$ cat config.mk
export PLATFORM = sky130hd
export DESIGN_NAME = store_write_buffer
export DESIGN_NICKNAME = d
export VERILOG_FILES = /design/src/rtl/store_write_buffer.sv
export SDC_FILE = /design/constraint.sdc
export NUM_CORES = 1
export LEC_CHECK = 0
export CORE_ASPECT_RATIO = 1.1
export CORE_UTILIZATION = 55
export DETAILED_ROUTE_END_ITERATION = 8
export MAX_ROUTING_LAYER = met4
export PLACE_DENSITY = 0.82
export SLEW_MARGIN = 10
export SYNTH_ARGS = -nofsm -noshare
export SYNTH_HDL_FRONTEND = slang
export SYNTH_SLANG_ARGS = --single-unit
$ cat constraint.sdc
create_clock -name clk_i -period 12.7 [get_ports clk_i]
set_input_delay 1.905 -clock clk_i [delete_from_list [all_inputs] [get_ports clk_i]]
set_output_delay 1.905 -clock clk_i [all_outputs]
set_load 0.02 [all_outputs]
$ cat src/rtl/store_write_buffer.sv
// Store write buffer between the MEM stage and a slow handshaked data memory.
// Stores drain from a FIFO in the background; loads forward from it on a hit.
// Define WBUF_COALESCE_EN to merge stores into a matching buffered entry.
module store_write_buffer #(
  parameter int DEPTH = 4,
  parameter int AW    = 32,
  parameter int DW    = 32
) (
  input  logic          clk_i,
  input  logic          rst_i,
  input  logic [AW-1:0] cpu_addr_i,
  input  logic [DW-1:0] cpu_wdata_i,
  input  logic          cpu_memwrite_i,
  input  logic          cpu_memread_i,
  output logic [DW-1:0] cpu_rdata_o,
  output logic          stall_o,
  output logic          mem_req_o,
  output logic          mem_we_o,
  output logic [AW-1:0] mem_addr_o,
  output logic [DW-1:0] mem_wdata_o,
  input  logic          mem_ack_i,
  input  logic [DW-1:0] mem_rdata_i,
  output logic          empty_o
);

  localparam int PW = $clog2(DEPTH);
  localparam logic [PW:0] FULL_CNT = (PW+1)'(DEPTH);

  typedef enum logic [1:0] {
    IDLE  = 2'd0,
    WRITE = 2'd1,
    READ  = 2'd2,
    RESP  = 2'd3
  } state_t;

  state_t state_q, state_d;

  logic [DEPTH-1:0] valid_q;
  logic [AW-3:0]    addr_q [DEPTH];
  logic [DW-1:0]    data_q [DEPTH];
  logic [PW-1:0]    head_q, tail_q;
  logic [PW:0]      count_q;
  logic [DW-1:0]    rdata_q;

  logic [AW-3:0] word_addr;
  logic          store_req, full, hit, load_miss, enq, coal, coal_hit, drain_ack;
  logic [DW-1:0] hit_data;
  logic [PW-1:0] fwd_idx, coal_idx;
  logic          unused_addr_bits;

  assign word_addr        = cpu_addr_i[AW-1:2];
  assign unused_addr_bits = ^cpu_addr_i[1:0];
  // A simultaneous load and store services the load and drops the store.
  assign store_req        = cpu_memwrite_i & ~cpu_memread_i;
  assign full             = (count_q == FULL_CNT);
  assign drain_ack        = (state_q == WRITE) & mem_ack_i;
  assign coal             = store_req & coal_hit;
  assign enq              = store_req & ~coal & ~full;
  assign load_miss        = cpu_memread_i & ~hit & (state_q != RESP);
  assign empty_o          = (count_q == '0);

  // Forwarding search: scanning oldest to youngest lets the youngest match win.
  always_comb begin
    hit      = 1'b0;
    hit_data = '0;
    fwd_idx  = '0;
    for (int i = 0; i < DEPTH; i++) begin
      fwd_idx = head_q + PW'(i);
      if (valid_q[fwd_idx] && (addr_q[fwd_idx] == word_addr)) begin
        hit      = 1'b1;
        hit_data = data_q[fwd_idx];
      end else begin
        hit = hit;
      end
    end
  end

`ifdef WBUF_COALESCE_EN
  logic [PW-1:0] scan_idx;

  // Coalesce target: youngest match, except the head while it is being written.
  always_comb begin
    coal_hit = 1'b0;
    coal_idx = '0;
    scan_idx = '0;
    for (int i = 0; i < DEPTH; i++) begin
      scan_idx = head_q + PW'(i);
      if (valid_q[scan_idx] && (addr_q[scan_idx] == word_addr) &&
          !((scan_idx == head_q) && (state_q == WRITE))) begin
        coal_hit = 1'b1;
        coal_idx = scan_idx;
      end else begin
        coal_hit = coal_hit;
      end
    end
  end
`else
  assign coal_hit = 1'b0;
  assign coal_idx = '0;
`endif

  // Pipeline-facing load data and stall.
  always_comb begin
    stall_o     = 1'b0;
    cpu_rdata_o = rdata_q;
    if (cpu_memread_i) begin
      if (state_q == RESP) begin
        stall_o = 1'b0;
      end else if (hit) begin
        cpu_rdata_o = hit_data;
      end else begin
        stall_o = 1'b1;
      end
    end else if (store_req) begin
      stall_o = full & ~coal;
    end else begin
      stall_o = 1'b0;
    end
  end

  // Memory-side FSM next state and request outputs.
  always_comb begin
    state_d     = state_q;
    mem_req_o   = 1'b0;
    mem_we_o    = 1'b0;
    mem_addr_o  = '0;
    mem_wdata_o = '0;
    case (state_q)
      IDLE: begin
        if (load_miss) begin
          state_d = READ;
        end else if (count_q != '0) begin
          state_d = WRITE;
        end else begin
          state_d = IDLE;
        end
      end
      WRITE: begin
        mem_req_o   = 1'b1;
        mem_we_o    = 1'b1;
        mem_addr_o  = {addr_q[head_q], 2'b00};
        mem_wdata_o = data_q[head_q];
        if (mem_ack_i) begin
          state_d = IDLE;
        end else begin
          state_d = WRITE;
        end
      end
      READ: begin
        mem_req_o  = 1'b1;
        mem_addr_o = {word_addr, 2'b00};
        if (mem_ack_i) begin
          state_d = RESP;
        end else begin
          state_d = READ;
        end
      end
      RESP: begin
        state_d = IDLE;
      end
      default: begin
        state_d = IDLE;
      end
    endcase
  end

  // Control state: FSM, pointers, occupancy, validity and the read-data latch.
  always_ff @(posedge clk_i or posedge rst_i) begin
    if (rst_i) begin
      state_q <= IDLE;
      valid_q <= '0;
      head_q  <= '0;
      tail_q  <= '0;
      count_q <= '0;
      rdata_q <= '0;
    end else begin
      state_q <= state_d;
      if (enq) begin
        valid_q[tail_q] <= 1'b1;
        tail_q          <= tail_q + PW'(1);
      end
      if (drain_ack) begin
        valid_q[head_q] <= 1'b0;
        head_q          <= head_q + PW'(1);
      end
      count_q <= count_q + {{PW{1'b0}}, enq} - {{PW{1'b0}}, drain_ack};
      if ((state_q == READ) && mem_ack_i) begin
        rdata_q <= mem_rdata_i;
      end
    end
  end

  // Entry payload; only validity needs a reset value.
  always_ff @(posedge clk_i) begin
    if (enq) begin
      addr_q[tail_q] <= word_addr;
      data_q[tail_q] <= cpu_wdata_i;
    end
    if (coal) begin
      data_q[coal_idx] <= cpu_wdata_i;
    end
  end

endmodule

======== Yosys cells after proc, flatten, opt, wreduce, memory -nomap -nowiden ========
Memory sizes are Yosys's and may differ from the RTL's.
Index checks and enable logic that the tools add are counted.
storage, ports and cells
  flip-flop bits (word level) ............. 45
  memory bits (writable) .................. 248
  input port bits ......................... 101
  output and inout port bits .............. 100
  word-level logic and storage cells ...... 92
  memories kept ........................... 2
memory list
  memory  words  width  rd ports  clocked after Yosys merged registers in  write ports  RTL line  text
  data_q  4      32     4         0                                        1            40        logic [DW-1:0] data_q [DEPTH];
  addr_q  4      30     4         0                                        1            39        logic [AW-3:0] addr_q [DEPTH];
operators by class
  add/subtract/negate cells ............... 6
  $lt $le $gt $ge ......................... 7
  equal/unequal tests ..................... 9
  mux-type cells .......................... 40
  bitwise logic cells ..................... 11
  reduce and logical (&&, ||, !) cells .... 11
operator list
  operator             number
  $mux 32              8
  $eq 30x30->1         4
  $pmux 32 s2          1
  $mux 1               21
  $lt 2x3->1 const B   5
  $bmux 1 s2           4
  $mux 4               2
  $pmux 2 s4           1
  $logic_and 1x1->1    7
  $and 1x1->1          5
  $add 2x1->2 const B  2
  $add 2x2->2 const B  2
  $and 4x4->4          1
  $demux 1 s2          2
  $eq 2x2->1 const B   2
  $ge 2x1->1 const B   2
  $not 4->4            1
  $or 4x4->4           1
  $add 3x1->3          1
  $eq 3x3->1 const B   1
  $logic_not 3->1      1
  $not 1->1            3
  $reduce_bool 3->1    1
  $sub 3x1->3          1
  5 further kinds      5

======== Depth between registers and ports, before layout ========
  depth in word-level cells ............... 12
  depth in mapped cells ................... 21
  gate-level depth less buffers ........... 11

======== Worst setup path after synthesis ========
Ideal clock, no wire load.
  path kind ............................... reg-to-output
  from .................................... register head_q[0]
  to ...................................... output cpu_rdata_o[10]
  arrival ................................. 4.406 ns
  data required time ...................... 10.795 ns
  path slack .............................. 6.389 ns
  cell stages (with the launch flop) ...... 18
  buffers on the path ..................... 8
  cells stage by stage .................... dfrtp_1 buf_6 buf_6 buf_6 inv_2 buf_2 buf_1 ha_1 buf_2 clkbuf_1 mux4_2 xnor2_1 nand3_1 a211oi_1 nand4_1 a31oi_4 buf_8 mux2_4
between the ends
  elaborated cells between the ends (all ways) .. 32
  classes of those cells .................. add/sub: 3; eq/ne: 4; mux: 19; reduce/logical: 4; memory: 2
RTL lines
  element                                            RTL line  text
  start, declared                                    41        logic [PW-1:0] head_q, tail_q;
  start signal, assigned                             184       head_q <= head_q + PW'(1);
  $add 2x2->2 *                                      68        fwd_idx = head_q + PW'(i);
  named net fwd_idx[0]                               48        logic [PW-1:0] fwd_idx, coal_idx;
  $mem_v2 4x30 / $bmux 1 s2 (equally long branches)  n/a
  $eq 30x30->1 / $mux 1 (equally long branches)      69        if (valid_q[fwd_idx] && (addr_q[fwd_idx] == word_addr)) begin
  $logic_and 1x1->1                                  69
  $mux 32 / $mux 1 (equally long branches)           69
  $mux 32 *                                          109       end else if (hit) begin
  $mux 32 *                                          107       if (state_q == RESP) begin
  $mux 32 *                                          106       if (cpu_memread_i) begin
  end, declared                                      15        output logic [DW-1:0] cpu_rdata_o,
The timed path passes the listed nets; every way through them passes the cells marked *. The select of a mux whose other input is x is not followed.

======== Worst setup path in the final report ========
  from .................................... register head_q[1]
  to ...................................... output cpu_rdata_o[31]
between the ends
  longest elaborated chain between the ends .. 10
  elaborated cells between the ends (all ways) .. 32
  classes of those cells .................. add/sub: 3; eq/ne: 4; mux: 19; reduce/logical: 4; memory: 2
ends and longest elaborated chain
  element                                                RTL line
  $add 2x1->2 (tied with other cells)                    68
  $mem_v2 4x30 (tied with other cells)                   n/a
  $eq 30x30->1 (tied with other cells)                   69
  $logic_and 1x1->1 (tied with other cells)              69
  $mux 32 / $mux 1 (equally long branches) (3 in a row)  69
  $mux 32 *                                              109
  $mux 32 *                                              107
  $mux 32 *                                              106
Mark *: on every way between the ends. The rest lies on a longest branch, timed or not. The select of a mux whose other input is x is not followed.

==> key figures <==
STA
  • Max Clock Freq: 106 MHz
  • Crit path time final: 9410 ps
  • Final period utilization: 74.1%
  • Clk_skew: 18.2 ps
  • Slew HR: 23.5%
  • Hold slack: 503 ps
  • Hold Fails Final Rpt: 0
  • RSZ-0062 raised after global routing: false
  • Fin. max-slew vios: 0
  • Setup TNS: 0 ps
  • Least-Margin Pin Slew: 1120 ps
  • Final setup viols: 0

Placement
  • Hpwl dp: 32,100 um
  • Placer Congestion: 0.939
  • IO buf count: 196

Setup path
  • Worst path required time: 10,800 ps
  • Slowest stage cell, crit path: dfrtp_4
  • Critical path capture point type: output port
  • Reg-to-Reg Start: head_q[1]
  • Max FO, Critical Path: 95
  • WS Path Type: flop to output port
  • CP startpoint kind: flop
  • Critical path startpoint: head_q[1]
  • Cell Chain, Critical Path: inv_1 > ha_4 > buf_12 > mux2i_1 > o22ai_1 > a2111oi_0 > a21oi_1 > nor4_1 > a21oi_2 > a31oi_4 > buf_4 > mux2_2 > clkdlybuf4s50_1
  • Max incr delay on CP: 1030 ps
  • Worst path arrival time: 7500 ps

Routing
  • TritonRoute pass-1 iters: 5
  • Antenna Nets Post-Route: 0
  • Starting DRT DRC Count: 1,377
  • Routed via count: 13,700
  • Final wirelength: 50,700 um
  • Wire per inst: 25.3 um
  • Vias per cell: 6.81
  • Remaining DRCs: 0

Power and ir drop
  • Pwr Density: 237 nW/um2
  • Max VDD drop: 0.219 mV
  • Pleak: 7.46 nW

Job
  • Maxcap violations: 0

Worst hold path
  • Hold_sp: rdata_q[31]
  • Min-Delay Path Class: flop to flop

Floorplanning
  • DIE WIDTH: 184 um
  • Row count: 73
  • Core area: 36,100 um2
  • Die ar.: 37,200 um2
  • Die height: 202 um
  • IO Pins: 201
  • Initial core utilization: 55.6%

Synth
  • YS warnings: 0
  • Mapped Cells: 1,388
  • Syn avg cell area: 14.5 um2
  • Mux share of post-synthesis cell area: 32.9%
  • Post-synth top flop: edfxtp_1
  • Register area share after synthesis: 42.7%
  • Mapped Area: 20,100 um2
  • Post-Synth XOR/XNOR Area: 5.07%
  • Ys async rst share: 15.4%
  • Synth cell types: 67
  • Adder-Cell Fraction of Synth Area: 0.973%
  • Synth Area in Compound Gates: 5.45%
  • #FFs+latches synth: 293
  • EDFF count, synth: 248
  • Simple-gate portion of the synthesized area: 8.35%
  • Main combinational cell family by area after synthesis: multiplexers

Cells and area
  • Most frequent cells in the layout: 248 x edfxtp_1, 218 x mux4_2, 196 x clkdlybuf4s50_1
  • Synth-to-layout area growth: 15.1%
  • Layout cells sized above 1: 25.1%
  • # nets final: 1,605
  • # fillers: 2,587
  • Leading cell type in the layout, fill and taps excluded: edfxtp_1

Clocking
  • Post-CTS sizing: 0
  • Clock-pin slew of the registers on the worst-case setup and hold paths: 60 ps
  • Clk sinks: 293
  • CTS buffer count: 34
  • CTS max path bufs: 3
  • Root Buffer: clkbuf_16
  • CTS Hold Buffers Added: 0
  • H-tree Lvls: 2
  • CTS tree: built
  • Worst-Skew Late Latency: 530 ps
  • # Post-CTS Setup Buffers: 0

Global routing
  • Maximum number of pins on one net before global-route repair: 120
  • GR Util All Layers: 28.1%
  • Initial antenna violation count: 4
  • Vias in the first global route: 13,200
  • GRT overflow: 0
  • First-pass GRT wire length: 77,100 um

Status
  • Outcome: completed
-- worst paths after layout --
path,end,slack [ps],cells past startpoint
worst max register to register,state_q[1],6830,11
min in group asynchronous,valid_q[3],1980,2
worst min register to register,rdata_q[31],500,1
worst max-delay path,cpu_rdata_o[31],3290,13
max in group asynchronous,head_q[1],9950,2
worst min-delay path,rdata_q[31],500,1
-- state kept, by name, summed over array words and instances (netlist names) --
signal / flops
count_q: 3
valid_q: 4
state_q: 2
head_q: 2
tail_q: 2
data_q: 128
addr_q: 120
rdata_q: 32
-- cell usage after synthesis (all sizes together) (2+ instances only) --
master / n / area, um2
o221ai: 4 / 35.0
ha: 14 / 175
buf: 88 / 599
mux2i: 75 / 751
o2111ai: 3 / 26.3
nand2: 30 / 113
or4: 2 / 15.0
nor3: 35 / 180
a21oi: 13 / 68.8
clkbuf: 60 / 225
o2bb2ai: 2 / 17.5
a211oi: 5 / 37.5
mux4: 218 / 4910
nand2b: 38 / 238
xor2: 25 / 219
a32oi: 6 / 52.6
inv: 22 / 82.6
dfrtp: 45 / 1130
a2111oi: 5 / 50.0
xnor2: 91 / 797
and4: 2 / 17.5
edfxtp: 248 / 7450
a221oi: 2 / 23.8
o22a: 2 / 17.5
a222oi: 2 / 20.0
nand3: 38 / 190
o32ai: 3 / 26.3
a31oi: 3 / 33.8
nand4: 53 / 338
a41oi: 32 / 280
a22oi: 27 / 203
mux2: 73 / 935
a2bb2oi: 6 / 52.6
nor2b: 36 / 225
and2: 39 / 244
nor4: 4 / 31.3
nor2: 8 / 30.0
o22ai: 8 / 50.1
o21ai: 6 / 30.0
and4bb: 2 / 25.0
-- layout make-up --
cell class,instances,area [um2],share of cell area [%]
repair buffers,212,2110,9.13
inverters,22,82.6,0.358
diodes,5,12.5,0.0542
well taps,487,609,2.64
clock inverters,17,136,0.591
flip-flops and latches,293,8580,37.2
multi-input cells,926,10600,46.0
clock buffers,44,928,4.02
-- through the flow --
stage	power [mW]	setup slack [ps]	cell area [um2]	util (%)	instances
floorplan	3.80	6390	20100	-	1389
CTS	5.47	3310	23100	63.9	2001
detailed placement	4.51	3880	22000	61.0	1940
finish	5.46	3290	23100	64.0	2006
global placement	4.45	4010	22000	61.0	1940
global route	5.72	3040	23100	64.0	2005
-- worst max-delay path: cells and delay by family (launching register included) --
| family | cells | cell delay, ps |
|---|---|---|
| muxes | 2 | 720 |
| buffers and inverters | 4 | 1900 |
| and+or+nand+nor | 1 | 580 |
| AOI/OAI and AO/OA | 5 | 1640 |
| adders and majority gates | 1 | 940 |
| DFF | 1 | 1030 |
-- layer usage --
| layer | wire length (um) | global-route usage, % | vias up |
|---|---|---|---|
| met5 | 0 | - | - |
| met4 | 1870 | 10.8 | 0 |
| met3 | 5430 | 5.59 | 110 |
| met2 | 24800 | 45.0 | 806 |
| met1 | 18600 | 35.3 | 6899 |
| li1 | - | - | 5840 |
-- where the power goes --
part	switching (mW)	internal, mW	leakage [nW]	total, mW
clock	0.404	0.541	0.522	0.945
sequential	0.151	1.21	2.78	1.37
combinational	1.52	1.63	4.16	3.15
total	2.07	3.39	7.46	5.46
-- logic make-up after synthesis --
logic type | count (synthesis)
compound gates | 136
xor+xnor | 116
fa+ha+maj | 15
buf+inv | 170
flops | 293
mux | 366
other cells | 1
simple gates | 291
Note: power is estimated with default switching activity, not from simulation.
==> edit (config.mk and constraints unchanged) <==
The option `WBUF_COALESCE_EN` is turned on by a define.
--- a/src/rtl/store_write_buffer.sv
+++ b/src/rtl/store_write_buffer.sv
@@ -2,4 +2,6 @@
 // Stores drain from a FIFO in the background; loads forward from it on a hit.
 // Define WBUF_COALESCE_EN to merge stores into a matching buffered entry.
+`define WBUF_COALESCE_EN
+
 module store_write_buffer #(
   parameter int DEPTH = 4,
Function: changed (Yosys sat finds a counterexample within 4 cycles, from zero or initial values and one cycle with rst_i high).
==> edit against the original RTL <==
  * Final cell count up 4.6%
  * Final area up 2.1%
  * Worst setup slack worse by 880 ps
  * Wire length up 7.2%
  * Area after synthesis up 1.4%
  * Sequential cell count unchanged
  * Combinational power up 4%
  * Total power up 3.9%
  * Largest cell class unchanged
==> edit: results (changes against the original RTL) <==
{| class="wikitable"
! Metric !! Value
|-
| Actual slew at the worst max-slew pin || 1260 ps (was 1120 ps)
|-
| Largest net degree at the start of global routing || 72 (was 120)
|-
| Worst stage delay on the critical path || 960 ps (was 1030 ps)
|-
| Largest cells by area after synthesis || sky130_fd_sc_hd__edfxtp_1, sky130_fd_sc_hd__mux4_2, sky130_fd_sc_hd__dfrtp_1, sky130_fd_sc_hd__mux2_2, sky130_fd_sc_hd__xnor2_1 (was sky130_fd_sc_hd__edfxtp_1, sky130_fd_sc_hd__mux4_2, sky130_fd_sc_hd__dfrtp_1, sky130_fd_sc_hd__xnor2_1, sky130_fd_sc_hd__mux2i_1)
|-
| Number of distinct library cell variants in the gate-level netlist after synthesis || 71 (was 67)
|-
| Multiplexer share of the synthesized area || 0.325 (was 0.329)
|-
| Largest fanout on the critical path || 56 (was 95)
|-
| Fraction of area in clock buffers and inverters || 0.0479 (was 0.0461)
|-
| Nets@finish || 1699 (was 1605)
|-
| Area occupied by multi-input gates || 0.0110 mm² (was 0.0106 mm²)
|-
| Run status || completed (unchanged)
|-
| Instance area after placement || 0.0224 mm² (was 0.0220 mm²)
|-
| Net switching component of the power || 2.18 mW (was 2.07 mW)
|-
| Detailed-route via count || 14353 (was 13655)
|-
| Placement Setup Slack || 2960 ps (was 3880 ps)
|-
| Fillers || 2620 (was 2587)
|-
| Number of flip-flops and latches || 293 (unchanged)
|-
| Overall Global Routing Usage || 0.302 (was 0.281)
|-
| Fraction of the mapped netlist area in compound gates || 0.0830 (was 0.0545)
|-
| Synth cell count leaders || sky130_fd_sc_hd__edfxtp_1, sky130_fd_sc_hd__mux4_2, sky130_fd_sc_hd__xnor2_1 (unchanged)
|-
| Layout multi-input combinational cell count || 1001 (was 926)
|-
| GR met1 Demand/Resource || 0.384 (was 0.353)
|-
| Non-CTS buffers || 222 (was 212)
|-
| DP HPWL || 35100 µm (was 32100 µm)
|-
| Area share of fa/ha/maj cells after synthesis || 0.00959 (was 0.00973)
|-
| Routed length per instance || 25.9 µm (was 25.3 µm)
|-
| Wire length of the first global-routing pass || 83200 µm (was 77100 µm)
|-
| Wl on met1 || 19700 µm (was 18600 µm)
|-
| Met2 Wirelength || 27100 µm (was 24800 µm)
|-
| Layout buffering overhead excluding clock cells || 0.0915 (was 0.0913)
|-
| Met2 track demand over resource in global routing || 0.480 (was 0.450)
|-
| Non-Filler Instances || 2099 (was 2006)
|}
[edit: path summary, 6_finish.rpt]
path	endpoint	slack, ps	startpoint	cells after the start
worst max-delay path	cpu_rdata_o[3]	2410	head_q[1]$_DFFE_PP0P_	14
max in group asynchronous	head_q[1]$_DFFE_PP0P_	10290	rst_i	3
min in group asynchronous	rdata_q[12]$_DFFE_PP0P_	1870	rst_i	3
worst min-delay path	rdata_q[30]$_DFFE_PP0P_	500	rdata_q[30]$_DFFE_PP0P_	1
worst min register to register	rdata_q[30]$_DFFE_PP0P_	500	rdata_q[30]$_DFFE_PP0P_	1
worst max register to register	data_q[0][23]$_DFFE_PP_	4740	head_q[1]$_DFFE_PP0P_	15
[edit: power groups by stage]
stage               registers [mW]  clock network (mW)  logic (mW)
floorplan                     1.31                   0        2.56
global placement              1.39                   0        3.22
detailed placement            1.41                   0        3.26
CTS                           1.39                1.00        3.29
global route                  1.42                1.04        3.47
finish                        1.40               0.996        3.28
